[src/rtl/ddr_port_arbiter.sv]
`default_nettype none
// ============================================================================
//  Module   : ddr_port_arbiter
//  Purpose  : Round-robin arbiter sharing one LPDDR controller command port
//             among up to four requesters. It serialises commands, tracks
//             burst completion through the controller BUSY flag and aborts
//             grants whose bursts hang.
//  Revision : 1.0  initial release
// ============================================================================
module ddr_port_arbiter #(
   parameter int NUM_PORTS    = 3,
   parameter int BUSY_TIMEOUT = 64
) (
   input  logic                     SYS_CLK_100M,
   input  logic                     RESET_N,
   input  logic [NUM_PORTS-1:0]     REQ,
   input  logic [NUM_PORTS-1:0]     REQ_WR,
   input  logic [2*NUM_PORTS-1:0]   REQ_BA,
   input  logic [13*NUM_PORTS-1:0]  REQ_ROW,
   input  logic [10*NUM_PORTS-1:0]  REQ_COL,
   input  logic [4*NUM_PORTS-1:0]   REQ_LEN,
   output logic [NUM_PORTS-1:0]     ACK,
   output logic [NUM_PORTS-1:0]     DONE,
   output logic                     ERR,
   output logic [1:0]               GRANT_ID,
   output logic                     GRANT_VALID,
   output logic [1:0]               DDR_BA,
   output logic [12:0]              DDR_ROW,
   output logic [9:0]               DDR_COL,
   output logic [3:0]               DDR_WRITE_LENGTH,
   output logic                     DDR_WRITE,
   output logic                     DDR_READ,
   input  logic                     DDR_BUSY
);

   typedef enum logic [1:0] {
      S_IDLE      = 2'd0,
      S_ISSUE     = 2'd1,
      S_WAIT_DONE = 2'd2
   } state_t;

   localparam logic [7:0] C_TMO_LAST = 8'(BUSY_TIMEOUT - 1);
   localparam logic [1:0] C_LAST_RST = 2'(NUM_PORTS - 1);

   state_t                 r_state, w_state_nxt;
   logic [7:0]             r_timer, w_timer_nxt;
   logic [1:0]             r_last,  w_last_nxt;
   logic [1:0]             r_gid,   w_gid_nxt;
   logic                   r_gv,    w_gv_nxt;
   logic                   r_wr,    w_wr_nxt;
   logic                   r_rd,    w_rd_nxt;
   logic                   r_err,   w_err_nxt;
   logic [NUM_PORTS-1:0]   r_ack,   w_ack_nxt;
   logic [NUM_PORTS-1:0]   r_done,  w_done_nxt;
   logic [1:0]             r_ba,    w_ba_nxt;
   logic [12:0]            r_row,   w_row_nxt;
   logic [9:0]             r_col,   w_col_nxt;
   logic [3:0]             r_len,   w_len_nxt;

   logic                   w_win_found;
   logic [1:0]             w_win_idx;
   logic                   w_win_wr;
   logic [1:0]             w_win_ba;
   logic [12:0]            w_win_row;
   logic [9:0]             w_win_col;
   logic [3:0]             w_win_len;
   logic [NUM_PORTS-1:0]   w_gid_onehot;
   logic [7:0]             w_timer_inc;
   logic                   w_arb_hold;

   // Pick the requester closest after the last-served port (round-robin distance)
   always_comb begin
      int v_dist;
      int v_best;
      w_win_found = 1'b0;
      w_win_idx   = 2'd0;
      v_best      = NUM_PORTS;
      v_dist      = 0;
      for (int p = 0; p < NUM_PORTS; p++) begin
         v_dist = p - int'(r_last) - 1;
         if (v_dist < 0) v_dist = v_dist + NUM_PORTS;
         if (REQ[p] && (v_dist < v_best)) begin
            v_best      = v_dist;
            w_win_idx   = 2'(p);
            w_win_found = 1'b1;
         end
      end
   end

   // Select the winner's command fields and decode the current grant to one-hot
   always_comb begin
      w_win_wr     = 1'b0;
      w_win_ba     = '0;
      w_win_row    = '0;
      w_win_col    = '0;
      w_win_len    = '0;
      w_gid_onehot = '0;
      for (int p = 0; p < NUM_PORTS; p++) begin
         if (w_win_idx == 2'(p)) begin
            w_win_wr  = REQ_WR[p];
            w_win_ba  = REQ_BA[2*p +: 2];
            w_win_row = REQ_ROW[13*p +: 13];
            w_win_col = REQ_COL[10*p +: 10];
            w_win_len = REQ_LEN[4*p +: 4];
         end
         w_gid_onehot[p] = (r_gid == 2'(p));
      end
   end

   assign w_timer_inc = (r_timer == 8'hFF) ? r_timer : (r_timer + 8'd1);
   // While DONE/ERR is visible the finishing client has not yet had a chance
   // to drop its request, so arbitration waits one cycle.
   assign w_arb_hold  = (|r_done) | r_err;

   // Next-state and registered-output logic
   always_comb begin
      w_state_nxt = r_state;
      w_timer_nxt = r_timer;
      w_last_nxt  = r_last;
      w_gid_nxt   = r_gid;
      w_gv_nxt    = r_gv;
      w_wr_nxt    = r_wr;
      w_rd_nxt    = r_rd;
      w_err_nxt   = 1'b0;
      w_ack_nxt   = '0;
      w_done_nxt  = '0;
      w_ba_nxt    = r_ba;
      w_row_nxt   = r_row;
      w_col_nxt   = r_col;
      w_len_nxt   = r_len;
      case (r_state)
         S_IDLE: begin
            if (!DDR_BUSY && w_win_found && !w_arb_hold) begin
               w_ba_nxt    = w_win_ba;
               w_row_nxt   = w_win_row;
               w_col_nxt   = w_win_col;
               w_len_nxt   = w_win_len;
               w_wr_nxt    = w_win_wr;
               w_rd_nxt    = ~w_win_wr;
               w_gid_nxt   = w_win_idx;
               w_gv_nxt    = 1'b1;
               w_timer_nxt = 8'd0;
               w_state_nxt = S_ISSUE;
            end
         end
         S_ISSUE: begin
            if (DDR_BUSY) begin
               w_ack_nxt   = w_gid_onehot;
               w_wr_nxt    = 1'b0;
               w_rd_nxt    = 1'b0;
               w_timer_nxt = 8'd0;
               w_state_nxt = S_WAIT_DONE;
            end else if (r_timer == C_TMO_LAST) begin
               w_err_nxt   = 1'b1;
               w_wr_nxt    = 1'b0;
               w_rd_nxt    = 1'b0;
               w_gv_nxt    = 1'b0;
               w_last_nxt  = r_gid;
               w_state_nxt = S_IDLE;
            end else begin
               w_timer_nxt = w_timer_inc;
            end
         end
         S_WAIT_DONE: begin
            if (!DDR_BUSY) begin
               w_done_nxt  = w_gid_onehot;
               w_gv_nxt    = 1'b0;
               w_last_nxt  = r_gid;
               w_state_nxt = S_IDLE;
            end else if (r_timer == C_TMO_LAST) begin
               w_err_nxt   = 1'b1;
               w_gv_nxt    = 1'b0;
               w_last_nxt  = r_gid;
               w_state_nxt = S_IDLE;
            end else begin
               w_timer_nxt = w_timer_inc;
            end
         end
         default: begin
            w_wr_nxt    = 1'b0;
            w_rd_nxt    = 1'b0;
            w_gv_nxt    = 1'b0;
            w_state_nxt = S_IDLE;
         end
      endcase
   end

   // State and output registers, cleared asynchronously
   always_ff @(posedge SYS_CLK_100M or negedge RESET_N) begin
      if (!RESET_N) begin
         r_state <= S_IDLE;
         r_timer <= 8'd0;
         r_last  <= C_LAST_RST;
         r_gid   <= 2'd0;
         r_gv    <= 1'b0;
         r_wr    <= 1'b0;
         r_rd    <= 1'b0;
         r_err   <= 1'b0;
         r_ack   <= '0;
         r_done  <= '0;
         r_ba    <= '0;
         r_row   <= '0;
         r_col   <= '0;
         r_len   <= '0;
      end else begin
         r_state <= w_state_nxt;
         r_timer <= w_timer_nxt;
         r_last  <= w_last_nxt;
         r_gid   <= w_gid_nxt;
         r_gv    <= w_gv_nxt;
         r_wr    <= w_wr_nxt;
         r_rd    <= w_rd_nxt;
         r_err   <= w_err_nxt;
         r_ack   <= w_ack_nxt;
         r_done  <= w_done_nxt;
         r_ba    <= w_ba_nxt;
         r_row   <= w_row_nxt;
         r_col   <= w_col_nxt;
         r_len   <= w_len_nxt;
      end
   end

   assign ACK              = r_ack;
   assign DONE             = r_done;
   assign ERR              = r_err;
   assign GRANT_ID         = r_gid;
   assign GRANT_VALID      = r_gv;
   assign DDR_BA           = r_ba;
   assign DDR_ROW          = r_row;
   assign DDR_COL          = r_col;
   assign DDR_WRITE_LENGTH = r_len;
   assign DDR_WRITE        = r_wr;
   assign DDR_READ         = r_rd;

endmodule
`default_nettype wire

[config.mk]
export PLATFORM = sky130hd
export DESIGN_NAME = ddr_port_arbiter
export DESIGN_NICKNAME = d
export VERILOG_FILES = /design/src/rtl/ddr_port_arbiter.sv
export SDC_FILE = /design/constraint.sdc
export NUM_CORES = 1
export LEC_CHECK = 0
export BUFFER_PORTS_ARGS = -buffer_cell sky130_fd_sc_hd__clkbuf_2
export CORE_MARGIN = 3
export CORE_UTILIZATION = 50
export CTS_CLUSTER_DIAMETER = 60
export DETAILED_ROUTE_END_ITERATION = 10
export PLACE_DENSITY = 0.81
export SLEW_MARGIN = 40
export SYNTH_ARGS = -nofsm -noshare
export SYNTH_HDL_FRONTEND = slang
export SYNTH_SLANG_ARGS = --single-unit
[constraint.sdc]
create_clock -name SYS_CLK_100M -period 5.5 [get_ports SYS_CLK_100M]
set_input_delay 0 -clock SYS_CLK_100M [delete_from_list [all_inputs] [get_ports SYS_CLK_100M]]
set_output_delay 0 -clock SYS_CLK_100M [all_outputs]
set_load 0.01 [all_outputs]
After elaboration in Yosys (flattened, before gate mapping)
Index checks and enable logic that the tools add are counted.
W data, S select, Z words.
- register bits after elaboration: 53
- output and inout port bits: 41
- input port bits: 96
- logic and storage cells: 122
- add/sub/neg operators: 10
- reductions and logical operators: 18
- eq/ne operators: 12
- multiplexer cells: 59
- bitwise gates (word level): 3
- magnitude comparators: 6
- operators with widths (cell ; number):
    $mux W32 ; 5
    $lt A32 B32 Y1 ; 2
    $mux W8 ; 5
    $mux W13 ; 3
    $lt A32 B3 Y1 const B ; 1
    $mux W10 ; 3
    $pmux W8 S3 ; 1
    $mux W2 ; 11
    $mux W1 ; 18
    $add A4 B3 Y5 const B ; 3
    $lt A4 B1 Y1 const B ; 3
    $mux W3 ; 4
    $mux W4 ; 3
    $sub A3 B2 Y4 const B ; 3
    $pmux W1 S3 ; 3
    $add A8 B1 Y8 const B ; 1
    $eq A8 B6 Y1 const B ; 1
    $eq A8 B8 Y1 const B ; 1
    $eq A2 B1 Y1 const B ; 3
    $eq A2 B2 Y1 const B ; 3
    $logic_not A2 Y1 ; 3
    $ne A2 B2 Y1 const B ; 3
    $pmux W2 S3 ; 1
    $reduce_and A2 Y1 ; 3
    other kinds (13) ; 21

Longest topological paths before layout
Gate-level depths: netlist of the first run.
- depth in word-level cells: 20
- gate-level depth with buffers: 20
- gate-level depth less buffers: 16

Worst setup path before layout of the first run
OpenSTA, ideal clock, no wires.
- path kind: register to register
- from: register r_last[1]
- to: register r_row[10], in the netlist DDR_ROW[10]
- path buffers: 4
- clock period less this slack: 3.977 ns
- setup slack: 1.523 ns
- arrival: 3.882 ns
- stages on the path, launching flop included: 20
- cell sequence: dfstp_2 -> inv_1 -> ha_1 -> and2_1 -> ha_1 -> o211ai_1 -> a21oi_2 -> o21a_1 -> buf_6 -> buf_2 -> nand3_1 -> a21boi_0 -> ha_1 -> a21boi_0 -> o21bai_1 -> a21oi_1 -> o311ai_4 -> buf_6 -> buf_6 -> o31ai_1
- word-level cells in the longest chain between the ends: 17
- elaborated cells between the ends (all ways): 37
- those cells by class: add/sub: 9; order compare: 6; eq/ne: 2; mux: 13; reduce/logical: 7
- RTL lines (item ; RTL line ; text):
    start, declared ; 47 ; logic [1:0] r_last, w_last_nxt;
    start signal, assigned ; 208 ; r_last <= w_last_nxt;
    $sub A1 B2 Y3 ; 80 ; v_dist = p - int'(r_last) - 1;
    $sub A3 B2 Y4 ; 80 ;
    $add A4 B3 Y5 / $lt A4 B1 Y1 (equally long branches) ; 81 ; if (v_dist < 0) v_dist = v_dist + NUM_PORTS;
    $mux W32 ; 81 ;
    $lt A32 B3 Y1 ; 82 ; if (REQ[p] && (v_dist < v_best)) begin
    $logic_and A1 B1 Y1 ; 82 ;
    $mux W32 ; 82 ;
    $lt A32 B32 Y1 ; 82 ;
    $logic_and A1 B1 Y1 ; 82 ;
    $mux W32 ; 82 ;
    $lt A32 B32 Y1 ; 82 ;
    $logic_and A1 B1 Y1 ; 82 ;
    $mux W2 ; 82 ;
    $logic_not A2 Y1 ; 99 ; if (w_win_idx == 2'(p)) begin
    $mux W13 (3 in a row) ; 99 ;
    end signal, assigned ; 217 ; r_row <= w_row_nxt;
    end, declared ; 56 ; logic [12:0] r_row, w_row_nxt;
Parallel ways exist; a longest one is shown, timed or not.
A chain may end at the register's enable or synchronous reset.

Worst setup path in the final report of the first run
- from: register r_last[1]
- to: register r_gid[0], in the netlist GRANT_ID[0]
- word-level cells in the longest chain between the ends: 16
- elaborated cells between the ends (all ways): 31
- those cells by class: add/sub: 9; order compare: 6; mux: 10; reduce/logical: 6
- RTL lines (item ; RTL line ; text):
    $sub A1 B2 Y3 ; 80 ;
    $sub A3 B2 Y4 ; 80 ;
    $add A4 B3 Y5 / $lt A4 B1 Y1 (equally long branches) ; 81 ;
    $mux W32 ; 81 ;
    $lt A32 B3 Y1 ; 82 ;
    $logic_and A1 B1 Y1 ; 82 ;
    $mux W32 ; 82 ;
    $lt A32 B32 Y1 ; 82 ;
    $logic_and A1 B1 Y1 ; 82 ;
    $mux W32 ; 82 ;
    $lt A32 B32 Y1 ; 82 ;
    $logic_and A1 B1 Y1 ; 82 ;
    $mux W1 ; 82 ;
    $logic_and A1 B1 Y1 (2 in a row) ; 133 ; if (!DDR_BUSY && w_win_found && !w_arb_hold) begin
    $reduce_and A2 Y1 (no line) ; -- ;
    end signal, assigned ; 209 ; r_gid <= w_gid_nxt;
    end, declared ; 48 ; logic [1:0] r_gid, w_gid_nxt;
Parallel ways exist; a longest one is shown, timed or not.

==> run metrics, run 1 <==
top post-synthesis cells by count=dfrtp_1, nand2_1, a21oi_1; fraction of registers with async set or reset after synthesis=100%; number of standard-cell rows in the floorplan=30; Max-cap violations=0; number of design-rule violations left by the first detailed-router iteration=212; initial core utilization=between 50% and 60%; biggest area contributors in the synthesized netlist=dfrtp_1, a2111oi_2, ha_1, o31ai_1, a21oi_1; leading cell type by number of instances after synthesis=dfrtp_1; biggest fanout along the worst timing path=33; total number of yosys warnings=0; worst clock skew on the final layout=about 0.012 ns; number of antenna violations at the first check in global routing=0; Setup crit end kind=flop; flip-flop and latch count after synthesis=53; antenna diode count=0; number of buffers on the longest clock path=2; remaining routing DRC violations=0; total count of max-transition violations in the final report=0; leakage=2.18 nW; DR pass1 iterations=5; category of the worst setup path launch point=flop; total number of vias=~3600; clock tree from TritonCTS=yes; number of cells produced by synthesis=393; outcome=finished, violations left; failing checks=hold timing; dominant synthesized flop cell=dfrtp_1; final-layout setup total negative slack=0 ns; clock input transition at the sequential cells of the worst setup and hold paths=0.10 ns; max frequency=about 220 MHz; mean area per synthesized cell=~9.5 um^2; count of endpoints failing hold in the final timing report=4; distinct cell type count of the synthesized netlist=53; sequential fraction of the synthesis area=between 30% and 40%; Wirelength per Cell=about 16 um; EDFF count, synth=0; vias in the first global route=~3600; Setup Buffers After CTS=0; number of buffers inserted during clock tree synthesis=5; crit path time final=4.56 ns; r2r worst-path depth=17; cell area after technology mapping=roughly 0.0037 mm^2; width of the chip=~90 um; number of failing setup endpoints in the final timing report=0; wire length of the first global-routing pass=approximately 17 mm; # clock sinks=between 50 and 60; Ports=between 100 and 150; post-detailed-routing wire length=slightly below 10 mm; cell area power density=a little under 400 mW/mm^2; Hold Worst Slack=-0.00248 ns; total routing usage reported by global routing=23.6%; Floorplan Core Area=roughly 0.0070 mm^2; number of cells on the worst hold path=3; number of fillers in the final layout=a little under 600; die area=between 0.008 and 0.009 mm^2; quantity of I/O buffers inserted on ports=approximately 140; Crit Path Category=flop to flop; largest area contributor in the synthesized netlist=dfrtp_1; share of layout cells above drive strength 1=37.4%; data arrival time of the critical path=between 4 and 5 ns; maximum number of pins on one net before global-route repair=54; final cycle utilization of the critical path=between 80% and 90%; GRT overflow=0; die height=approximately 90 um; Root Driver=clkbuf_8; Power Total=1.80 mW; number of nets at the end of the flow=between 600 and 700; detailed-route vias per instance=5.76; worst max-slew margin expressed relative to the limit=roughly 54%; worst skew pair latency=0.31 ns; portion of synthesized cell area occupied by the leading cell type=34.7%; Required @ worst endpoint=approximately 5.7 ns; Worst Max-Slew Pin Slew=slightly below 0.7 ns; half-perimeter wire length after placement=around 7.6 mm; worst min-delay path category=input port to flop; layout overhead on the synthesized area=22.3%; RSZ-0062 raised after global routing=no; htree depth=2; weighted congestion reported at the end of routability-driven placement=roughly 0.92; Final ANT Viol Nets=0; VDD IR max=~0.00019 V
[repair_timing]
item	in CTS	in global routing
resized for setup	0	0
hold buffers	2	0
hold endpoints to repair	53	0
[area by class of cell]
class	instances	area [um^2]	area share (%)
repair buffers	146	761	16.6
well taps	96	120	2.62
inverters	7	26.3	0.573
clock buffers	7	86.3	1.88
flip-flops and latches	53	1330	29.0
clock inverters	1	30.0	0.655
multi-input cells	307	2230	48.7
[logic make-up (layout without fill, tap and decap cells)]
kind of cell / Yosys count / after routing / synth area share, %
xor+xnor: 2 / 2 / 0.467
buf+inv: 34 / 161 / 5.57
simple gates: 128 / 128 / 17.8
fa+ha+maj: 21 / 21 / 7.01
mux: 1 / 1 / 0.267
flops: 53 / 53 / 35.4
other cells: 1 / 2 / 0.100
compound gates: 153 / 153 / 33.4
[report_power, final]
part / internal [mW] / switching [mW] / total (mW)
registers: 0.525 / 0.100 / 0.626
clock network: 0.149 / 0.126 / 0.274
logic: 0.373 / 0.522 / 0.895
total: 1.05 / 0.748 / 1.80
[metal layers]
| layer | track usage [%] | up-vias | part of all wire, % |
|---|---|---|---|
| met5 | 0 | - | 0 |
| met4 | 7.67 | 0 | 2.6 |
| met3 | 3.66 | 25 | 6.0 |
| met2 | 42.8 | 132 | 52 |
| met1 | 28.5 | 1672 | 39 |
| li1 | - | 1722 | - |
[path summary, 6_finish.rpt]
path / start / to / slack, ns
min in group asynchronous: RESET_N / r_timer[1] / 0.36
max: r_last[1] / GRANT_ID[0] / 0.94
min: REQ_COL[21] / DDR_COL[1] / -0.002
max in group asynchronous: RESET_N / r_timer[5] / 4.70
min reg2reg: DDR_WRITE_LENGTH[2] / DDR_WRITE_LENGTH[2] / 0.48
max reg2reg: r_last[1] / GRANT_ID[0] / 0.94
[sequential cells by signal, indices dropped and copies added (netlist names)]
register,cells
ERR,1
r_state,2
DONE,3
r_timer,8
ACK,3
DDR_WRITE_LENGTH,4
DDR_WRITE,1
DDR_READ,1
r_last,2
DDR_ROW,13
GRANT_VALID,1
GRANT_ID,2
DDR_BA,2
DDR_COL,10
[cell usage in the layout, fill, tap and decap left out, types with 13 or more instances in the layout]
cell type / n
o31ai_1: 31
clkbuf_2: 136
nor2_1: 13
a21oi_1: 45
a2111oi_2: 27
dfrtp_1: 52
ha_1: 21
o21ai_0: 14
nand2_1: 46
and2_1: 32
[stage by stage]
step	std cells	util, %	instance area [um^2]	worst slack, ns
global route	617	65.3	4580	0.613
CTS	617	65.3	4580	0.949
detailed placement	607	63.4	4450	0.997
floorplan	394	-	3750	1.52
finish	617	65.3	4580	0.943
global placement	607	63.4	4450	1.19
[worst max-delay path: stages (launching register included)]
cell	delay, ns
dfstp_2	0.61
inv_1	0.11
ha_1	0.31
and2_1	0.18
ha_1	0.27
o211ai_1	0.24
a21oi_2	0.08
o21ai_2	0.12
buf_4	0.29
a21boi_0	0.16
ha_1	0.38
a21boi_0	0.15
o21bai_1	0.17
a21oi_1	0.15
o311ai_4	0.62
buf_4	0.41
nand2_1	0.11
o41ai_1	0.08
No activity file was read; power rests on OpenSTA's default activity.
==> run 2, diff against run 1 <==
--- a/config.mk
+++ b/config.mk
@@ -5,12 +5,13 @@
 export SDC_FILE = /design/constraint.sdc
 export NUM_CORES = 1
 export LEC_CHECK = 0
+export ABC_AREA = 1
 export BUFFER_PORTS_ARGS = -buffer_cell sky130_fd_sc_hd__clkbuf_2
 export CORE_MARGIN = 3
-export CORE_UTILIZATION = 50
+export CORE_UTILIZATION = 45
 export CTS_CLUSTER_DIAMETER = 60
 export DETAILED_ROUTE_END_ITERATION = 10
-export PLACE_DENSITY = 0.81
+export PLACE_DENSITY = 0.78
 export SLEW_MARGIN = 40
 export SYNTH_ARGS = -nofsm -noshare
 export SYNTH_HDL_FRONTEND = slang
==> constraint.sdc (replaced) <==
create_clock -name SYS_CLK_100M -period 4.1 [get_ports SYS_CLK_100M]
set_input_delay 0 -clock SYS_CLK_100M [delete_from_list [all_inputs] [get_ports SYS_CLK_100M]]
set_output_delay 0 -clock SYS_CLK_100M [all_outputs]
set_load 0.01 [all_outputs]
==> run 2 against run 1 <==
The flow still finishes with violations (hold timing). Clock skew fell by 0.0061 ns. Via count is 4.1% higher. Worst setup slack got worse by 0.71 ns. Critical endpoint is now GRANT_VALID.
==> run metrics, run 2 <==
dominant delay contributor by cell family on the critical path=simple AND/OR/NAND/NOR gates; total routing usage reported by global routing=21.6%; R2R setup slack=between 0.2 and 0.25 ns; # clock sinks=53; wire length of the first global-routing pass=roughly 15 mm; count of endpoints failing hold in the final timing report=1; number of failing setup endpoints in the final timing report=0; biggest fanout along the worst timing path=12; max frequency=roughly 260 MHz; dominant synthesized flop cell=dfrtp_1; die area=~0.0088 mm^2; flip-flop and latch count after synthesis=between 50 and 60; number of cells produced by synthesis=slightly below 500; share of layout cells above drive strength 1=around 28%; sequential fraction of the synthesis area=38.4%; quantity of I/O buffers inserted on ports=136; mean area per synthesized cell=7.01 um^2; initial core utilization=between 40 and 50%; Floorplan Core Area=0.00737 mm^2; Worst Max-Slew Pin Slew=0.738 ns; top post-synthesis cells by count=nand2_1, nand3_1, dfrtp_1; number of fillers in the final layout=between 600 and 700; total count of max-transition violations in the final report=0; most frequent standard cell in the layout excluding fill and tap cells=nand2_1; Crit path depth=25; Required @ worst endpoint=4.30 ns; DR pass1 iterations=7; Setup crit end kind=flop; max reg flops=13; outcome=finished, violations left; Most Frequent Cell on Critical Path=nand2_1; portion of synthesized cell area occupied by the leading cell type=a little under two fifths; total number of yosys warnings=0; leading cell type by number of instances after synthesis=nand2_1; worst r2r dst=GRANT_VALID; Max stage delay cell, worst path=dfstp_2; Max-cap violations=0; delay of the slowest cell on the worst path=approximately 0.58 ns; layout overhead on the synthesized area=32.9%; Crit Path Category=flop to flop; maximum number of pins on one net before global-route repair=54; fraction of registers with async set or reset after synthesis=100%; post-detailed-routing wire length=around 9.5 mm; total number of vias=between 3000 and 4000; remaining routing DRC violations=0; most frequent cells in the layout=nand2_1, clkbuf_2, nand3_1; crit path time final=3.86 ns; half-perimeter wire length after placement=around 7.0 mm; number of design-rule violations left by the first detailed-router iteration=139; biggest area contributors in the synthesized netlist=dfrtp_1, nand2_1, nand3_1, ha_1, inv_1; cell area after technology mapping=approximately 0.0035 mm^2; number of antenna violations at the first check in global routing=2; RR Startpoint=r_last[1]; largest area contributor in the synthesized netlist=dfrtp_1; Root Driver=clkbuf_8; distinct cell type count of the synthesized netlist=31; cell area power density=about 580 mW/mm^2; min-delay src=REQ_LEN[8]; Hold Worst Slack=-0.000999 ns; worst max-slew margin expressed relative to the limit=50.6%; VDD IR max=0.000260 V; number of standard-cell rows in the floorplan=31; worst skew pair latency=0.30 ns; width of the chip=between 90 and 100 um; number of nets at the end of the flow=roughly 760; final-layout setup total negative slack=0 ns; Ports=about 140; number of buffers inserted during clock tree synthesis=5; clock tree from TritonCTS=yes; GRT overflow=0; htree depth=2; number of cells on the worst hold path=5; weighted congestion reported at the end of routability-driven placement=about 0.84; leakage=roughly 2.6 nW; number of buffers on the longest clock path=2; category of the worst setup path launch point=flop; Final ANT Viol Nets=0; r2r worst-path depth=25; Hold Crit Endpoint=DDR_WRITE_LENGTH[0]; Wirelength per Cell=roughly 13 um; die height=93.7 um; data arrival time of the critical path=a little over 4 ns; EDFF count, synth=0; worst clock skew on the final layout=0.00574 ns; end-of-flow core utilization=62.4%; detailed-route vias per instance=between 4 and 5; vias in the first global route=between 3000 and 4000; final cycle utilization of the critical path=between 90 and 100%; worst min-delay path category=input port to flop; Buf/Inv on CP=4; failing checks=hold timing; clock input transition at the sequential cells of the worst setup and hold paths=roughly 0.090 ns
==> run 2: worst max-delay path by stage <==
stage / start / endpoint / slack (ns)
global route: r_last[1] / GRANT_VALID / -0.06
detailed placement: r_last[1] / DDR_ROW[2] / -0.12
global placement: r_last[1] / DDR_BA[0] / 0.15
floorplan: r_last[1] / r_timer[0] / 0.37
CTS: r_last[1] / r_timer[1] / 0.08
finish: r_last[1] / GRANT_VALID / 0.24
==> run 2: through the flow <==
step / instance area (um^2) / setup WS [ns] / hold WS [ns] / power [mW] / std cells
after floorplan: 3460 / 0.367 / -0.296 / 1.75 / 495
after global placement: 4220 / 0.147 / 0.156 / 2.14 / 716
after detailed placement: 4220 / -0.120 / 0.164 / 2.17 / 716
after CTS: 4400 / 0.0802 / 0.000148 / 2.51 / 730
after global routing: 4600 / -0.0583 / 0.0194 / 2.92 / 744
final: 4600 / 0.235 / -0.000999 / 2.67 / 744
==> run 2: kinds of logic after synthesis <==
| kind of cell | count (synthesis) | share of synthesized area, % |
|---|---|---|
| buf+inv | 57 | 7.19 |
| fa+ha+maj | 21 | 7.59 |
| other cells | 1 | 0.108 |
| compound gates | 21 | 3.40 |
| flops | 53 | 38.4 |
| simple gates | 336 | 42.1 |
| xor+xnor | 5 | 1.27 |
==> run 2: repair_timing <==
action | in CTS | in global routing
endpoints found under the hold margin | 57 | 0
setup buffers | 0 | 10
cloned | 0 | 2
gates resized for setup | 3 | 20
endpoints found under the setup margin | 30 | 44
pin swaps | 0 | 6
hold buffers | 6 | 0
==> run 2: cell type report <==
class / count / area [um^2] / share of cell area, %
multi-input cells: 386 / 1960 / 42.6
flip-flops and latches: 53 / 1330 / 28.9
diodes: 2 / 5.00 / 0.109
repair buffers: 161 / 936 / 20.3
clock buffers: 7 / 96.3 / 2.09
inverters: 35 / 146 / 3.18
well taps: 99 / 124 / 2.69
clock inverters: 1 / 5.00 / 0.109
==> run 2: where the power goes <==
part / leakage, nW / internal, mW / total [mW] / switching (mW)
Clock: 0.0543 / 0.153 / 0.316 / 0.163
Sequential: 0.689 / 0.703 / 0.828 / 0.126
Combinational: 1.87 / 0.606 / 1.53 / 0.922
==> run 2: per-layer routing <==
metal	GRT usage (%)	wire length, um	vias to the layer above
li1	-	-	1888
met1	25.6	3910	1650
met2	37.8	4680	147
met3	4.73	710	12
met4	8.54	159	0
met5	0	0	-
==> run 2: worst min-delay path, stage by stage <==
cell and delay (ns):
clkbuf_2 0.07, nand2_1 0.04, nand3_1 0.07, nand2_1 0.05, nand2_1 0.04
